[src/rtl/alu_operand_stage_pkg.sv]
// alu_operand_stage_pkg
// Shared definitions for the ID/EX operand stage that feeds the ALU.
// Contents:
//    DEF_XLEN / DEF_REG_AW : default datapath width and register-index width
//    ALU_*                 : 4-bit opcodes understood by the ALU
//    fwd_sel_e             : which source an operand is taken from
//    encodeOpcode          : funct3/funct7 -> ALU opcode translation
package alu_operand_stage_pkg;

   localparam int DEF_XLEN   = 32;
   localparam int DEF_REG_AW = 5;

   localparam logic [3:0] ALU_ADD  = 4'b0000;
   localparam logic [3:0] ALU_SLL  = 4'b0001;
   localparam logic [3:0] ALU_SLT  = 4'b0010;
   localparam logic [3:0] ALU_SLTU = 4'b0011;
   localparam logic [3:0] ALU_XOR  = 4'b0100;
   localparam logic [3:0] ALU_SRL  = 4'b0101;
   localparam logic [3:0] ALU_OR   = 4'b0110;
   localparam logic [3:0] ALU_AND  = 4'b0111;
   localparam logic [3:0] ALU_SUB  = 4'b1000;
   localparam logic [3:0] ALU_SRA  = 4'b1101;

   // funct3 shared by SRL/SRA; the only OP-IMM group where bit 30 matters
   localparam logic [2:0] F3_SHIFT_RIGHT = 3'b101;

   typedef enum logic [1:0] {
      FWD_RF    = 2'b00,
      FWD_EXMEM = 2'b01,
      FWD_MEMWB = 2'b10
   } fwd_sel_e;

   // R-type always uses bit 30 (ADD/SUB, SRL/SRA). For OP-IMM, bit 30 is part
   // of the immediate except for the right shifts, so ADDI never becomes SUB.
   function automatic logic [3:0] encodeOpcode(input logic       isRtype,
                                               input logic [2:0] funct3,
                                               input logic       funct7b5);
      if (isRtype || (funct3 == F3_SHIFT_RIGHT))
         return {funct7b5, funct3};
      else
         return {1'b0, funct3};
   endfunction

endpackage

[src/rtl/alu_operand_stage_if.sv]
// alu_operand_stage_if
// Bundles every non-clock signal of the operand stage: the decode-side
// instruction and handshake, the EX/MEM and MEM/WB forwarding taps, the
// flush request and the registered ALU-side outputs with their handshake.
// Modports:
//    slave  : the operand stage itself
//    master : the surrounding pipeline (decode, hazard taps, ALU)
interface alu_operand_stage_if
   import alu_operand_stage_pkg::*;
#(
   parameter int XLEN   = DEF_XLEN,
   parameter int REG_AW = DEF_REG_AW
);

   logic              flush_in;
   logic              in_valid;
   logic              in_ready;
   logic              is_rtype_in;
   logic [2:0]        funct3_in;
   logic              funct7_b5_in;
   logic [REG_AW-1:0] rs1_addr_in;
   logic [REG_AW-1:0] rs2_addr_in;
   logic [REG_AW-1:0] rd_addr_in;
   logic [XLEN-1:0]   rs1_data_in;
   logic [XLEN-1:0]   rs2_data_in;
   logic [XLEN-1:0]   imm_in;
   logic              exmem_regwrite_in;
   logic [REG_AW-1:0] exmem_rd_in;
   logic [XLEN-1:0]   exmem_result_in;
   logic              memwb_regwrite_in;
   logic [REG_AW-1:0] memwb_rd_in;
   logic [XLEN-1:0]   memwb_result_in;
   logic              out_valid;
   logic              out_ready;
   logic [XLEN-1:0]   op_1_out;
   logic [XLEN-1:0]   op_2_out;
   logic [3:0]        alu_opcode_out;
   logic [REG_AW-1:0] rd_addr_out;
   logic              regwrite_out;

   modport slave (
      input  flush_in, in_valid, is_rtype_in, funct3_in, funct7_b5_in,
             rs1_addr_in, rs2_addr_in, rd_addr_in, rs1_data_in, rs2_data_in,
             imm_in, exmem_regwrite_in, exmem_rd_in, exmem_result_in,
             memwb_regwrite_in, memwb_rd_in, memwb_result_in, out_ready,
      output in_ready, out_valid, op_1_out, op_2_out, alu_opcode_out,
             rd_addr_out, regwrite_out
   );

   modport master (
      output flush_in, in_valid, is_rtype_in, funct3_in, funct7_b5_in,
             rs1_addr_in, rs2_addr_in, rd_addr_in, rs1_data_in, rs2_data_in,
             imm_in, exmem_regwrite_in, exmem_rd_in, exmem_result_in,
             memwb_regwrite_in, memwb_rd_in, memwb_result_in, out_ready,
      input  in_ready, out_valid, op_1_out, op_2_out, alu_opcode_out,
             rd_addr_out, regwrite_out
   );

endinterface

[src/rtl/alu_operand_stage_fwd_mux.sv]
// fwd_mux
// Resolves one source operand: picks the EX/MEM result, the MEM/WB result or
// the register-file value, in that priority order. x0 is never forwarded.
// Ports:
//    srcAddr_i                  : source register index
//    rfData_i                   : register-file read value
//    exmemRegwrite_i/Rd_i/Result_i : EX/MEM writeback tap
//    memwbRegwrite_i/Rd_i/Result_i : MEM/WB writeback tap
//    operand_o                  : resolved operand value
module fwd_mux
   import alu_operand_stage_pkg::*;
#(
   parameter int XLEN   = DEF_XLEN,
   parameter int REG_AW = DEF_REG_AW
) (
   input  logic [REG_AW-1:0] srcAddr_i,
   input  logic [XLEN-1:0]   rfData_i,
   input  logic              exmemRegwrite_i,
   input  logic [REG_AW-1:0] exmemRd_i,
   input  logic [XLEN-1:0]   exmemResult_i,
   input  logic              memwbRegwrite_i,
   input  logic [REG_AW-1:0] memwbRd_i,
   input  logic [XLEN-1:0]   memwbResult_i,
   output logic [XLEN-1:0]   operand_o
);

   fwd_sel_e fwdSel;

   // The younger EX/MEM result wins over MEM/WB when both target the same
   // register; a write to x0 is discarded by the register file, so it must
   // never be forwarded either.
   always_comb begin
      fwdSel = FWD_RF;
      if (exmemRegwrite_i && (exmemRd_i != '0) && (exmemRd_i == srcAddr_i))
         fwdSel = FWD_EXMEM;
      else if (memwbRegwrite_i && (memwbRd_i != '0) && (memwbRd_i == srcAddr_i))
         fwdSel = FWD_MEMWB;
   end

   // Plain operand mux driven by the selection above.
   always_comb begin
      operand_o = rfData_i;
      case (fwdSel)
         FWD_EXMEM: operand_o = exmemResult_i;
         FWD_MEMWB: operand_o = memwbResult_i;
         default:   operand_o = rfData_i;
      endcase
   end

endmodule

[src/rtl/alu_operand_stage.sv]
// alu_operand_stage
// ID/EX stage in front of the ALU. Resolves both operands (forwarding or
// immediate), encodes the ALU opcode and holds the result in a one-entry
// valid/ready register whose outputs drive the ALU directly.
// Ports:
//    clk   : rising-edge clock
//    rst_n : asynchronous active-low reset, drops any held entry
//    bus   : alu_operand_stage_if.slave (decode inputs, forwarding taps,
//            flush, registered ALU outputs and both handshakes)
module alu_operand_stage
   import alu_operand_stage_pkg::*;
#(
   parameter int XLEN   = DEF_XLEN,
   parameter int REG_AW = DEF_REG_AW
) (
   input  logic                clk,
   input  logic                rst_n,
   alu_operand_stage_if.slave  bus
);

   logic              outValid_q, outValid_d;
   logic [XLEN-1:0]   op1_q, op1_d;
   logic [XLEN-1:0]   op2_q, op2_d;
   logic [3:0]        aluOpcode_q, aluOpcode_d;
   logic [REG_AW-1:0] rdAddr_q, rdAddr_d;
   logic              regwrite_q, regwrite_d;

   logic [XLEN-1:0]   fwdRs1;
   logic [XLEN-1:0]   fwdRs2;
   logic              inReady;
   logic              capture;

   fwd_mux #(.XLEN(XLEN), .REG_AW(REG_AW)) rs1Mux (
      .srcAddr_i       (bus.rs1_addr_in),
      .rfData_i        (bus.rs1_data_in),
      .exmemRegwrite_i (bus.exmem_regwrite_in),
      .exmemRd_i       (bus.exmem_rd_in),
      .exmemResult_i   (bus.exmem_result_in),
      .memwbRegwrite_i (bus.memwb_regwrite_in),
      .memwbRd_i       (bus.memwb_rd_in),
      .memwbResult_i   (bus.memwb_result_in),
      .operand_o       (fwdRs1)
   );

   fwd_mux #(.XLEN(XLEN), .REG_AW(REG_AW)) rs2Mux (
      .srcAddr_i       (bus.rs2_addr_in),
      .rfData_i        (bus.rs2_data_in),
      .exmemRegwrite_i (bus.exmem_regwrite_in),
      .exmemRd_i       (bus.exmem_rd_in),
      .exmemResult_i   (bus.exmem_result_in),
      .memwbRegwrite_i (bus.memwb_regwrite_in),
      .memwbRd_i       (bus.memwb_rd_in),
      .memwbResult_i   (bus.memwb_result_in),
      .operand_o       (fwdRs2)
   );

   // The slot frees up in the same cycle the ALU consumes it, which gives
   // back-to-back entries without a bubble. A flush blocks any capture.
   assign inReady = (!outValid_q || bus.out_ready) && !bus.flush_in;
   assign capture = bus.in_valid && inReady;

   // Next-state for the pipeline register. Flush beats capture and hold;
   // a drain only clears valid so the ALU inputs do not toggle needlessly.
   always_comb begin
      outValid_d  = outValid_q;
      op1_d       = op1_q;
      op2_d       = op2_q;
      aluOpcode_d = aluOpcode_q;
      rdAddr_d    = rdAddr_q;
      regwrite_d  = regwrite_q;
      if (bus.flush_in) begin
         outValid_d = 1'b0;
      end else if (capture) begin
         outValid_d  = 1'b1;
         op1_d       = fwdRs1;
         op2_d       = bus.is_rtype_in ? fwdRs2 : bus.imm_in;
         aluOpcode_d = encodeOpcode(bus.is_rtype_in, bus.funct3_in, bus.funct7_b5_in);
         rdAddr_d    = bus.rd_addr_in;
         regwrite_d  = (bus.rd_addr_in != '0);
      end else if (outValid_q && bus.out_ready) begin
         outValid_d = 1'b0;
      end
   end

   // Pipeline register; reset clears everything so the ALU sees zeros.
   always_ff @(posedge clk or negedge rst_n) begin
      if (!rst_n) begin
         outValid_q  <= 1'b0;
         op1_q       <= '0;
         op2_q       <= '0;
         aluOpcode_q <= '0;
         rdAddr_q    <= '0;
         regwrite_q  <= 1'b0;
      end else begin
         outValid_q  <= outValid_d;
         op1_q       <= op1_d;
         op2_q       <= op2_d;
         aluOpcode_q <= aluOpcode_d;
         rdAddr_q    <= rdAddr_d;
         regwrite_q  <= regwrite_d;
      end
   end

   assign bus.in_ready       = inReady;
   assign bus.out_valid      = outValid_q;
   assign bus.op_1_out       = op1_q;
   assign bus.op_2_out       = op2_q;
   assign bus.alu_opcode_out = aluOpcode_q;
   assign bus.rd_addr_out    = rdAddr_q;
   assign bus.regwrite_out   = regwrite_q;

endmodule

[src/flat_wrapper.sv]
// flat-port wrapper written by rule: the top's interface ports become plain ports
module alu_operand_stage_flat import alu_operand_stage_pkg::*;
#(
   parameter int XLEN   = DEF_XLEN,
   parameter int REG_AW = DEF_REG_AW
)
  (clk, rst_n, bus_flush_in, bus_in_valid, bus_is_rtype_in, bus_funct3_in, bus_funct7_b5_in, bus_rs1_addr_in, bus_rs2_addr_in, bus_rd_addr_in, bus_rs1_data_in, bus_rs2_data_in, bus_imm_in, bus_exmem_regwrite_in, bus_exmem_rd_in, bus_exmem_result_in, bus_memwb_regwrite_in, bus_memwb_rd_in, bus_memwb_result_in, bus_out_ready, bus_in_ready, bus_out_valid, bus_op_1_out, bus_op_2_out, bus_alu_opcode_out, bus_rd_addr_out, bus_regwrite_out);
  alu_operand_stage_if #(.XLEN(XLEN), .REG_AW(REG_AW)) bus_i ();
  input  logic clk;
  input  logic rst_n;
  input wire logic [$bits(bus_i.flush_in)-1:0] bus_flush_in;
  input wire logic [$bits(bus_i.in_valid)-1:0] bus_in_valid;
  input wire logic [$bits(bus_i.is_rtype_in)-1:0] bus_is_rtype_in;
  input wire logic [$bits(bus_i.funct3_in)-1:0] bus_funct3_in;
  input wire logic [$bits(bus_i.funct7_b5_in)-1:0] bus_funct7_b5_in;
  input wire logic [$bits(bus_i.rs1_addr_in)-1:0] bus_rs1_addr_in;
  input wire logic [$bits(bus_i.rs2_addr_in)-1:0] bus_rs2_addr_in;
  input wire logic [$bits(bus_i.rd_addr_in)-1:0] bus_rd_addr_in;
  input wire logic [$bits(bus_i.rs1_data_in)-1:0] bus_rs1_data_in;
  input wire logic [$bits(bus_i.rs2_data_in)-1:0] bus_rs2_data_in;
  input wire logic [$bits(bus_i.imm_in)-1:0] bus_imm_in;
  input wire logic [$bits(bus_i.exmem_regwrite_in)-1:0] bus_exmem_regwrite_in;
  input wire logic [$bits(bus_i.exmem_rd_in)-1:0] bus_exmem_rd_in;
  input wire logic [$bits(bus_i.exmem_result_in)-1:0] bus_exmem_result_in;
  input wire logic [$bits(bus_i.memwb_regwrite_in)-1:0] bus_memwb_regwrite_in;
  input wire logic [$bits(bus_i.memwb_rd_in)-1:0] bus_memwb_rd_in;
  input wire logic [$bits(bus_i.memwb_result_in)-1:0] bus_memwb_result_in;
  input wire logic [$bits(bus_i.out_ready)-1:0] bus_out_ready;
  output wire logic [$bits(bus_i.in_ready)-1:0] bus_in_ready;
  output wire logic [$bits(bus_i.out_valid)-1:0] bus_out_valid;
  output wire logic [$bits(bus_i.op_1_out)-1:0] bus_op_1_out;
  output wire logic [$bits(bus_i.op_2_out)-1:0] bus_op_2_out;
  output wire logic [$bits(bus_i.alu_opcode_out)-1:0] bus_alu_opcode_out;
  output wire logic [$bits(bus_i.rd_addr_out)-1:0] bus_rd_addr_out;
  output wire logic [$bits(bus_i.regwrite_out)-1:0] bus_regwrite_out;
  assign bus_i.flush_in = bus_flush_in;
  assign bus_i.in_valid = bus_in_valid;
  assign bus_i.is_rtype_in = bus_is_rtype_in;
  assign bus_i.funct3_in = bus_funct3_in;
  assign bus_i.funct7_b5_in = bus_funct7_b5_in;
  assign bus_i.rs1_addr_in = bus_rs1_addr_in;
  assign bus_i.rs2_addr_in = bus_rs2_addr_in;
  assign bus_i.rd_addr_in = bus_rd_addr_in;
  assign bus_i.rs1_data_in = bus_rs1_data_in;
  assign bus_i.rs2_data_in = bus_rs2_data_in;
  assign bus_i.imm_in = bus_imm_in;
  assign bus_i.exmem_regwrite_in = bus_exmem_regwrite_in;
  assign bus_i.exmem_rd_in = bus_exmem_rd_in;
  assign bus_i.exmem_result_in = bus_exmem_result_in;
  assign bus_i.memwb_regwrite_in = bus_memwb_regwrite_in;
  assign bus_i.memwb_rd_in = bus_memwb_rd_in;
  assign bus_i.memwb_result_in = bus_memwb_result_in;
  assign bus_i.out_ready = bus_out_ready;
  assign bus_in_ready = bus_i.in_ready;
  assign bus_out_valid = bus_i.out_valid;
  assign bus_op_1_out = bus_i.op_1_out;
  assign bus_op_2_out = bus_i.op_2_out;
  assign bus_alu_opcode_out = bus_i.alu_opcode_out;
  assign bus_rd_addr_out = bus_i.rd_addr_out;
  assign bus_regwrite_out = bus_i.regwrite_out;
  alu_operand_stage #(.XLEN(XLEN), .REG_AW(REG_AW)) u_core (.clk(clk), .rst_n(rst_n), .bus(bus_i));
endmodule
[config.mk]
export PLATFORM = sky130hd
export DESIGN_NAME = alu_operand_stage_flat
export DESIGN_NICKNAME = d
export VERILOG_FILES = /design/src/rtl/alu_operand_stage_pkg.sv /design/src/rtl/alu_operand_stage_if.sv /design/src/rtl/alu_operand_stage_fwd_mux.sv /design/src/rtl/alu_operand_stage.sv /design/src/flat_wrapper.sv
export SDC_FILE = /design/constraint.sdc
export NUM_CORES = 1
export LEC_CHECK = 0
export ABC_AREA = 1
export ABC_CLOCK_PERIOD_IN_PS = 4000
export CAP_MARGIN = 20
export CORE_MARGIN = 2
export CORE_UTILIZATION = 29
export DETAILED_ROUTE_END_ITERATION = 8
export SLEW_MARGIN = 20
export SYNTH_ARGS = -nofsm -noshare
export SYNTH_HDL_FRONTEND = slang
export SYNTH_SLANG_ARGS = --single-unit
[constraint.sdc]
create_clock -name clk -period 4 [get_ports clk]
set_input_delay 0.4 -clock clk [delete_from_list [all_inputs] [get_ports clk]]
set_output_delay 0.4 -clock clk [all_outputs]
set_load 0.02 [all_outputs]
==> out/qor.yml <==
yosys.area_share.simple_pct: 50.2
synth_compound_gate_area_share_pct: 0.617
max-clock-path-buffers: 2
slowest_delay_ns: 0.64
core_area_um2: 19300
portBuffers: 272
dr.pass1.iters: 5
slew_violations: 0
ff2ff_path_depth: 11
leakage_uw: 0.00429
cts_setup_buffers: 0
status: "finished, final reports clean"
die_w_um: 144
synth_top_family_by_area: "simple AND/OR/NAND/NOR gates"
max_freq_mhz: 429
path_buf_inv: 2
min_path_type: "in2async"
grt_max_degree: 65
yosysTopAreaCell: "dfrtp_1"
cap_violations: 0
ys.flop_type: "dfrtp_1"
synth_xor_area_share_pct: 2.16
rows: 51
rr_endpoint: "u_core.bus.op_1_out[4]"
dieArea_um2: 20700
ys_top_cells_by_count: "nand3_1, nand2_1, inv_1"
cp.arrival_ns: 2.56
hpwl_um: 16100
grt_pass1_wl_um: 34300
wl_per_cell_um: 16.3
ctsResizeCount: 0
synthMuxAreaShare_pct: 0
fin_skew_ns: 0.0133
synth_top_area_share_pct: 33.1
synthesis.area_um2: 5680
dpl_cell_area_um2: 8480
async_reset_ff_share_pct: 100
synth_area_per_cell_um2: 6.38
worstPathMaxFanout: 32
htree_levels: 3
period_share_pct: 58.3
required_ns: 4.23
slew-limit-headroom_pct: 43.0
hold_slack_ns: 0.0875
path_class: "in2reg"
antenna_found_initial: 1
synthTopCellsByArea: "dfrtp_1, nand3_1, nand2_1, inv_1, nor2_1"
grt_pass1_vias: 6148
synth_edf_count: 0
clk_latency_ns: 0.35
hold_viol: 0
synth_fa_ha_area_share_pct: 0
num_vias: 6484
synth_seq_cells: 75
setup_viol: 0
critPathCaptureType: "flop"
cts_buffers: 9
rrSetupSlack_ns: 1.81
stdcell_area_um2: 8790
worstMarginPinSlew_ns: 0.856
cp-startpoint: "bus_memwb_rd_in[1]"
syn_inst: 889
vias_per_cell: 4.64
overflow: 0
gr-usage-all-layers_pct: 21.8
irDropWorstVdd_uv: 197
synth_seq_area_share_pct: 33.1
cpMaxStageDelayCell: "nand3_2"
fin_util_pct: 45.5
start_util_pct: 29.4
synthesis.nets: 1086
rsz0062_at_grt: "no"
nNetsFinal: 1323
critPathTopFamily: "simple AND/OR/NAND/NOR gates"
ctsHoldBuffers: 0
syn_to_final_growth_pct: 55.0
path_clk_slew_ns: 0.07
fin_setup_tns_ns: 0
yosysWarnings: 0
cp_cell_sequence: "clkdlybuf4s50_1 > nor2_1 > nand3_1 > nand2_1 > inv_2 > nand3_2 > nand3_1 > nand3_1 > nand2_1 > nand2_1"
period_needed_ns: 2.33
detail-route-antenna-nets: 0
drive_gt1_share_pct: 7.96
synth_cell_types: 23
tritoncts: "yes"
io_pins: 273
yosysMostFrequentCell: "nand3_1"
drc_errors: 0
timing.rr.start: "u_core.bus.out_valid"
p_total_uw: 2860
start_kind: "input port"
cts-root-buf: "clkbuf_16"
drtIter0Drc: 315
fp.dieH_um: 144
p_per_area_nw_per_um2: 325
wl_um: 22700
gp_congestion: 0.807
cts_sinks: 75
## where the power goes
part           switching, uW  leakage [uW]  internal, uW  total [uW]
Clock                    342      0.000155           533         875
Combinational            516       0.00326           522        1040
Sequential              69.7      0.000881           880         950
## state kept, by name, indices dropped and copies added, names as in the netlist
| name | cells |
|---|---|
| u_core.bus.op_1_out | 32 |
| u_core.bus.alu_opcode_out | 4 |
| u_core.bus.out_valid | 1 |
| u_core.bus.op_2_out | 32 |
| u_core.bus.rd_addr_out | 5 |
| u_core.bus.regwrite_out | 1 |
## through the flow
step / setup WS, ns / std cells
finish: 1.67 / 1397
global route: 1.39 / 1397
CTS: 1.63 / 1396
detailed placement: 1.29 / 1380
global placement: 1.31 / 1380
floorplan: 2.38 / 889
## cells in the final DEF, fill, tap and decap left out, drive strengths merged
master	instances
buf	14
bufinv	1
clkbuf	12
clkdlybuf4s50	270
clkinv	2
clkinvlp	1
dfrtp	75
diode	1
inv	116
nand2	240
nand3	262
nand3b	1
nor2	82
nor3	1
nor4	1
o21ai	7
or2	32
xnor2	6
xor2	8
## routing by layer
layer	global-route usage, %	wire length, um
met5	0	0
met4	5.73	367
met3	5.50	1760
met2	36.1	10700
met1	28.3	9840
## worst max path at each step
stage	endpoint	cells past startpoint
3_5_place_dp	u_core.bus.op_2_out[1]	10
3_3_place_gp	u_core.bus.op_2_out[9]	12
6_report	u_core.bus.op_2_out[21]	10
5_1_grt	u_core.bus.op_1_out[5]	13
2_1_floorplan	u_core.bus.op_1_out[16]	12
4_1_cts	u_core.bus.op_2_out[21]	10
## cell families (layout without fill, tap and decap cells)
family,Yosys count,count (layout)
compound gates,7,7
xor+xnor,14,14
buf+inv,174,416
flops,75,75
other cells,0,1
simple gates,619,619
## area by class of cell
class	instances	area, um^2
Inverter	116	435
Tap cell	265	332
Sequential cell	75	1880
Timing Repair Buffer	284	2820
Multi-Input combinational cell	640	3020
Clock buffer	12	267
Fill cell	2039	10500
Antenna cell	1	2.50
Clock inverter	4	47.5
## worst reg2reg max path, delay by kind of cell (launching register included)
family | cells | cell delay (ns)
buffers and inverters | 5 | 0.95
and+or+nand+nor | 6 | 0.77
DFF | 1 | 0.38
Power figures use the tool's default switching activity.
